===== config.mk =====
export PLATFORM = sky130hd
export DESIGN_NAME = fifo_uart_tx
export DESIGN_NICKNAME = d
export VERILOG_FILES = /design/src/rtl/fifo_uart_pkg.sv /design/src/rtl/baud_gen.sv /design/src/rtl/fifo_uart_tx.sv
export SDC_FILE = /design/constraint.sdc
export NUM_CORES = 1
export LEC_CHECK = 0
export BUFFER_PORTS_ARGS = -buffer_cell sky130_fd_sc_hd__buf_2
export CORE_MARGIN = 1
export CORE_UTILIZATION = 23
export CTS_CLUSTER_DIAMETER = 120
export DETAILED_ROUTE_END_ITERATION = 8
export HOLD_SLACK_MARGIN = 0.08
export PLACE_DENSITY = 0.4
export SYNTH_ARGS = -nofsm -noshare
export SYNTH_HDL_FRONTEND = slang
export SYNTH_SLANG_ARGS = --single-unit

===== constraint.sdc =====
create_clock -name clk -period 1.57 [get_ports clk]
set_clock_uncertainty 0.1 [all_clocks]
set_input_delay 0.157 -clock clk [delete_from_list [all_inputs] [get_ports clk]]
set_output_delay 0.157 -clock clk [all_outputs]
set_load 0.02 [all_outputs]

===== src/rtl/fifo_uart_pkg.sv =====
// Shared types and helpers for the FIFO-fed UART transmitter.
package fifo_uart_pkg;

    typedef enum logic [1:0] {
        IDLE,
        START,
        DATA,
        STOP
    } tx_state_t;

    function automatic int unsigned calc_div(input int unsigned clk_hz, input int unsigned baud);
        return clk_hz / baud;
    endfunction

endpackage


===== src/rtl/baud_gen.sv =====
// Bit-period counter: one-clock tick every DIV clocks, forced back to zero by restart_i.
module baud_gen #(
    parameter int unsigned DIV = 43
) (
    input  logic clk_i,
    input  logic rst_i,
    input  logic restart_i,
    output logic tick_o
);

    localparam int unsigned CW = $clog2(DIV);
    localparam logic [CW-1:0] LAST = CW'(DIV - 1);

    logic [CW-1:0] cnt_q, cnt_d;

    always_comb begin
        cnt_d = cnt_q + 1'b1;
        if (restart_i || cnt_q == LAST) begin
            cnt_d = '0;
        end
    end

    always_ff @(posedge clk_i or posedge rst_i) begin
        if (rst_i) begin
            cnt_q <= '0;
        end else begin
            cnt_q <= cnt_d;
        end
    end

    assign tick_o = (cnt_q == LAST);

endmodule


===== src/rtl/fifo_uart_tx.sv =====
// Pops one word per frame from a first-word-fall-through FIFO and sends it as 8N1 UART.
module fifo_uart_tx
    import fifo_uart_pkg::*;
#(
    parameter int          DATA_BITS = 3,
    parameter int unsigned CLK_HZ    = 5_000_000,
    parameter int unsigned BAUD      = 115200,
    parameter int          ASCII_EN  = 1
) (
    input  logic                 clk,
    input  logic                 rst,
    input  logic [DATA_BITS-1:0] fifo_data,
    input  logic                 fifo_empty,
    output logic                 fifo_rd_en,
    output logic                 tx,
    output logic                 busy
);

    localparam int unsigned DIV = calc_div(CLK_HZ, BAUD);

    tx_state_t   state_q, state_d;
    logic [7:0]  shift_q, shift_d;
    logic [2:0]  idx_q, idx_d;
    logic        tx_q, tx_d;
    logic        rd_en_q, rd_en_d;
    logic        busy_q;
    logic        tick;
    logic        restart;
    logic [7:0]  word_ext;
    logic [7:0]  enc;

    baud_gen #(.DIV(DIV)) u_baud (
        .clk_i     (clk),
        .rst_i     (rst),
        .restart_i (restart),
        .tick_o    (tick)
    );

    always_comb begin
        word_ext = 8'(fifo_data);
        enc      = (ASCII_EN != 0) ? word_ext + 8'h30 : word_ext;
    end

    // tx_q follows the current state one clock later, so the pop cycle precedes the start bit.
    always_comb begin
        state_d = state_q;
        shift_d = shift_q;
        idx_d   = idx_q;
        rd_en_d = 1'b0;
        tx_d    = 1'b1;
        unique case (state_q)
            IDLE: begin
                if (!fifo_empty) begin
                    rd_en_d = 1'b1;
                    shift_d = enc;
                    state_d = START;
                end
            end
            START: begin
                tx_d = 1'b0;
                if (tick) begin
                    idx_d   = '0;
                    state_d = DATA;
                end
            end
            DATA: begin
                tx_d = shift_q[0];
                if (tick) begin
                    shift_d = {1'b0, shift_q[7:1]};
                    idx_d   = idx_q + 3'd1;
                    if (idx_q == 3'd7) begin
                        state_d = STOP;
                    end
                end
            end
            STOP: begin
                if (tick) begin
                    state_d = IDLE;
                end
            end
            default: state_d = IDLE;
        endcase
    end

    assign restart = (state_q == IDLE) || (state_d != state_q);

    always_ff @(posedge clk or posedge rst) begin
        if (rst) begin
            state_q <= IDLE;
            shift_q <= '0;
            idx_q   <= '0;
            tx_q    <= 1'b1;
            rd_en_q <= 1'b0;
            busy_q  <= 1'b0;
        end else begin
            state_q <= state_d;
            shift_q <= shift_d;
            idx_q   <= idx_d;
            tx_q    <= tx_d;
            rd_en_q <= rd_en_d;
            busy_q  <= (state_q != IDLE);
        end
    end

    assign tx         = tx_q;
    assign fifo_rd_en = rd_en_q;
    assign busy       = (state_q != IDLE) || busy_q;

endmodule


==> results of run 1 <==
[layout make-up]
class                      count  area (µm²)  share of cell area (%)
sequential                    20         502                    37.3
multi-input combinational     59         489                    36.4
timing repair buffer          28         203                    15.1
tap                           50        62.6                    4.65
clock buffer                   4        55.1                    4.09
inverter                       9        33.8                    2.51
[what timing repair did]
action	in CTS	in global routing
setup endpoints to repair	9	10
hold buffers	1	0
buffers inserted	3	0
gates resized for setup	7	6
hold endpoints to repair	9	0
pin swaps	3	3
[power breakdown]
part | total (mW) | switching, mW | leakage, nW | internal [mW]
registers | 0.515 | 0 | 0.250 | 0.515
logic | 0.0222 | 0.0130 | 0.387 | 0.00925
clock network | 0.399 | 0.175 | 0.0288 | 0.223
total | 0.936 | 0.188 | 0.666 | 0.747
[flip-flops by register name (all words and copies together) (netlist names)]
| signal | count |
|---|---|
| fifo_rd_en | 1 |
| tx | 1 |
| busy_q | 1 |
| idx_q | 3 |
| state_q | 2 |
| u_baud.cnt_q | 6 |
| shift_q | 6 |
[final timing paths]
| path | startpoint | endpoint | slack (ns) | depth (start not counted) |
|---|---|---|---|---|
| max in group asynchronous | rst | idx_q[2] | 0.55 | 4 |
| max reg2reg | u_baud.cnt_q[0] | shift_q[0] | -0.04 | 5 |
| min reg2reg | shift_q[5] | shift_q[5] | 0.40 | 1 |
| max | u_baud.cnt_q[0] | shift_q[0] | -0.04 | 5 |
| min | fifo_empty | state_q[0] | 0.13 | 3 |
| min in group asynchronous | rst | shift_q[3] | 0.32 | 3 |
[worst max-delay path: stages, from the launching register on]
cell,delay [ns]
dfrtp_1,0.38
inv_1,0.06
ha_2,0.18
nand4b_4,0.12
or3_4,0.37
o221a_2,0.28
[synthesized netlist by cell type (2+ instances only)]
cell type,number
inv_1,8
nor2_1,8
xor2_1,2
nand2b_1,4
or3_1,5
o221a_2,3
a21oi_1,3
buf_2,3
nand2_1,4
nand3_1,3
xnor2_1,2
dfrtp_1,19
a22o_1,2
o21a_1,3
ha_1,4
o41ai_1,3
[cell families (layout without fill, tap and decap cells)]
| kind of cell | Yosys count | after routing |
|---|---|---|
| AO/OA/AOI/OAI | 21 | 21 |
| XOR/XNOR | 4 | 4 |
| adder cells (fa/ha/maj) | 4 | 4 |
| buffers and inverters | 13 | 41 |
| flip-flops | 20 | 20 |
| AND/OR/NAND/NOR | 30 | 30 |
[routing by layer]
layer / global-route usage, % / routed length (µm) / vias up
li1: - / - / 381
met1: 13.4 / 1010 / 388
met2: 17.0 / 979 / 8
met3: 2.53 / 57 / 5
met4: 6.38 / 46 / 0
met5: 0 / 0 / -
[cells in the final DEF (no fill, tap or decap), types with 4 or more instances in the layout]
master	Yosys	layout
dfrtp_1	19	19
buf_4	0	18
inv_1	8	8
nor2_1	8	8
buf_2	3	7
nand2_1	4	4
nand2b_1	4	4
clkbuf_8	0	4
[per-stage QoR]
step                instance area (µm²)  hold slack (ns)
floorplan                           997           0.0201
CTS                                1310            0.110
detailed placement                 1190           0.0784
global route                       1350            0.128
finish                             1350            0.129
global placement                   1190           0.0597
==> impl_metrics.ini, run 1 <==
[synth]
ys_seq_area_share_pct = 50.9
synth_cell_types = 32
synthXorXnorAreaFrac_pct = 3.55
syn_area_um2 = 986
synth_top_cell_by_area = dfrtp_1
synth.area.top_cells = dfrtp_1 (48%), ha_1 (5.1%), o221a_2 (3.4%), or3_1 (3.2%), inv_1 (3.0%)
synth_top_area_share_pct = 48.2
synthAdderAreaFrac_pct = 5.08
synth_top_family_by_area = compound AO/OA/AOI/OAI gates
synthArstFlopShare_pct = 100
synth_edf_count = 0
synth_ff_type = dfrtp_1
synth_seq_cells = 20
synth_compound_area_share_pct = 17.8
synth-simple-area-share_pct = 16.6
syn_area_per_cell_um2 = 10.7
yosysWarnings = 0
netlist_instances = 92
synth.area.mux_share_pct = 0
synth.net_count = 102

[setup_path]
start_kind = register
crit_arrival_ns = 1.66
worstPathRequired_ns = 1.62
crit_type = register to register
worstSetupEndpointType = register
cp_max_fo = 6

[die]
start_util_pct = 24.3
coreArea_mm2 = 0.00406
die_h_um = 67.5
rows = 23
die_w_um = 67.5
pin_count = 9
dieArea_mm2 = 0.00455

[layout]
layoutNonFillerInstCount = 170
fillerInstances = 416
fin_util_pct = 33.1
antennaDiodeCount = 0
synthToLayoutAreaGrowth_pct = 36.4
final_nets = 131
drive_gt1_share_pct = 39.2

[grt]
grt_max_degree = 12
grt_pass1_vias = 795
grt_use_total_pct = 10.8
overflow = 0
antenna_found_initial = 0
grt_pass1_wl_um = 3620

[timing]
period_share_pct = 102
fmax_mhz = 622
hold_viol_final = 0
grt_setup_unrepaired = true
layout_setup_ws_ns = -0.0371
worstMarginPinSlew_ns = 0.415
finalSetupTns_ns = -0.113
maxSlewHeadroom_pct = 72.3
setup_viol = 4
period_minus_slack_ns = 1.61
final_max_slew_viol_count = 0

[place]
dp_hpwl_um = 1560
place_ws_ns = -0.104
place_inst = 162
portBuffers = 8
gp_congestion = 0.771

[cts]
cts.path.max_buffers = 2
cts_buffers = 3
cts_max_level = 1
path_clk_slew_ns = 0.08
insertion_delay_ns = 0.26
ctsRootBufferMaster = clkbuf_8
cts_tree = built
cts.sinks = 20

[status]
status = complete, but fails checks
violations = negative setup slack

[power_and_ir_drop]
ir_worst_vdd_mv = 0.223
power_density_mw_per_mm2 = 696
leakage_nw = 0.666
p_total_mw = 0.936

[detailed_routing]
ant_nets = 0
wirelength_um = 2090
dr.pass1.iters = 3
drc = 0
wire_per_inst_um = 12.3
via_per_inst = 4.60
vias = 782
initialDrtViolationCount = 31

[run]
cap_viol_max_count = 0

[min_path]
hold_class = primary input to register
No activity file was read; power rests on OpenSTA's default activity.
==> inputs of run 2 (changes only) <==
--- a/config.mk
+++ b/config.mk
@@ -12,6 +12,7 @@
 export DETAILED_ROUTE_END_ITERATION = 8
 export HOLD_SLACK_MARGIN = 0.08
 export PLACE_DENSITY = 0.4
+export SETUP_SLACK_MARGIN = 0.05
 export SYNTH_ARGS = -nofsm -noshare
 export SYNTH_HDL_FRONTEND = slang
 export SYNTH_SLANG_ARGS = --single-unit
==> run 2 against run 1 <==
Effect of this change: the flow still finishes with violations (negative setup slack); critical endpoint unchanged; critical path depth unchanged; design area increased by 1.7%; non-clock buffer count up 1; critical path type unchanged; maximum frequency about the same; first-iteration DRC count down 35%; clock power about the same.
==> impl_metrics.ini, run 2 (synthesis gave the netlist of run 1 again) <==
[layout]
final_nets = 132
antennaDiodeCount = 0
final_common_cell = dfrtp_1
synthToLayoutAreaGrowth_pct = 38.7
drive_gt1_share_pct = 39.7
fin_util_pct = 33.7
final_cell_mix = dfrtp_1 (19), buf_4 (18), inv_1 (8), nor2_1 (8), buf_2 (7)
top_regs = shift_q (6), u_baud.cnt_q (6), idx_q (3)

[detailed_routing]
dr.pass1.iters = 2
dr_wl_met3_um = 53
initialDrtViolationCount = 20
ant_nets = 0
wl_met2_um = 1090
wl_met1_um = 999
via_per_inst = 4.57
top_layer_used = met4
drc = 0
vias = 782
wire_per_inst_um = 12.8
wirelength_um = 2180

[setup_path]
start_kind = register
crit_type = register to register
cp_max_fo = 6
worstSetupEndpointType = register
worstPathRequired_ns = 1.62
crit_arrival_ns = 1.66

[grt]
grt_max_degree = 12
grt_use_total_pct = 11.8
grt_pass1_wl_um = 3840
grt_pass1_vias = 803
overflow = 0
antenna_found_initial = 0

[die]
rows = 23
die_h_um = 67.5
dieArea_mm2 = 0.00455
pin_count = 9
die_w_um = 67.5
start_util_pct = 24.3
coreArea_mm2 = 0.00406

[timing]
fmax_mhz = 622
period_minus_slack_ns = 1.61
hold_viol_final = 0
worstMarginPinSlew_ns = 0.409
layout_setup_ws_ns = -0.0374
timing.hold.ws_ns = 0.124
grt_setup_unrepaired = true
setup_viol = 5
finalSetupTns_ns = -0.113
final_max_slew_viol_count = 0
maxSlewHeadroom_pct = 72.7
period_share_pct = 102

[cts]
cts.path.max_buffers = 2
cts_buffers = 3
ctsRootBufferMaster = clkbuf_8
path_clk_slew_ns = 0.07
cts_tree = built
cts_max_level = 1
cts.sinks = 20
insertion_delay_ns = 0.26

[power_and_ir_drop]
p_int_mw = 0.747
power_density_mw_per_mm2 = 683
power_frac_clock_pct = 42.5
power_frac_seq_pct = 55.2
power_switching_mw = 0.186
ir_worst_vdd_mv = 0.238
comb_power_share_pct = 2.4
power.switching_fraction_pct = 19.9
leakage_nw = 0.672

[run]
cap_viol_max_count = 0

[status]
violations = negative setup slack
status = complete, but fails checks

[place]
portBuffers = 8
dp_hpwl_um = 1520
gp_congestion = 0.775
place_ws_ns = -0.104

[min_path]
hold_class = primary input to register
==> run 2: cell types whose count changed in the layout (fill, tap and decap cells not counted) <==
| cell | previous run | this run |
|---|---|---|
| a311oi_1 | 1 | 0 |
| a311oi_2 | 0 | 1 |
| buf_6 | 2 | 3 |
| ha_1 | 2 | 3 |
| ha_2 | 2 | 1 |
| nor4b_1 | 1 | 0 |
| nor4b_4 | 0 | 1 |
| o41ai_1 | 0 | 1 |
| o41ai_2 | 3 | 2 |
==> run 2: per-stage QoR <==
stage	std cells	power [mW]	cell area, µm²
final	171	0.933	1370
after global routing	171	0.982	1370
after CTS	171	0.957	1350
after detailed placement	162	0.546	1190
after global placement	162	0.545	1190
after floorplan	92	0.534	997
==> run 2: critical path, stage by stage (launching register included) <==
cell and delay [ns]:
dfrtp_1 0.38, inv_1 0.06, ha_2 0.18, nand4b_4 0.13, or3_4 0.37, o221a_2 0.28
==> run 2: area by class of cell <==
cell class	instances	area [µm²]
Multi-Input combinational cell	59	500
Timing Repair Buffer	29	214
Inverter	9	33.8
Clock buffer	4	55.1
Tap cell	50	62.6
Fill cell	420	2690
Sequential cell	20	502
==> run 2: worst paths after layout <==
check	startpoint	end	slack [ns]	cells after the start
setup reg to reg	u_baud.cnt_q[0]	shift_q[0]	-0.04	5
hold reg to reg	u_baud.cnt_q[0]	u_baud.cnt_q[0]	0.43	2
min in group asynchronous	rst	fifo_rd_en	0.32	3
hold / removal	fifo_empty	state_q[0]	0.12	3
max in group asynchronous	rst	idx_q[1]	0.55	4
setup / recovery	u_baud.cnt_q[0]	shift_q[0]	-0.04	5
==> run 2: power groups by stage <==
stage                     combinational (mW)  sequential, mW  clock (mW)
after detailed placement              0.0215           0.525           0
after CTS                             0.0233           0.515       0.419
after floorplan                      0.00928           0.525           0
final                                 0.0223           0.515       0.396
after global placement                0.0205           0.525           0
after global routing                  0.0256           0.515       0.441
==> run 2: repair_timing <==
action                     in CTS  in global routing
setup endpoints to repair      11                 10
gates resized for setup        12                  3
hold buffers                    1                  0
pin swaps                       7                  4
setup buffers                   4                  0
hold endpoints to repair        9                  0
==> run 2: layer usage <==
metal	track usage [%]	vias to the layer above
met5	0	-
met4	6.38	0
met3	2.53	5
met2	19.8	8
met1	13.7	384
li1	-	385
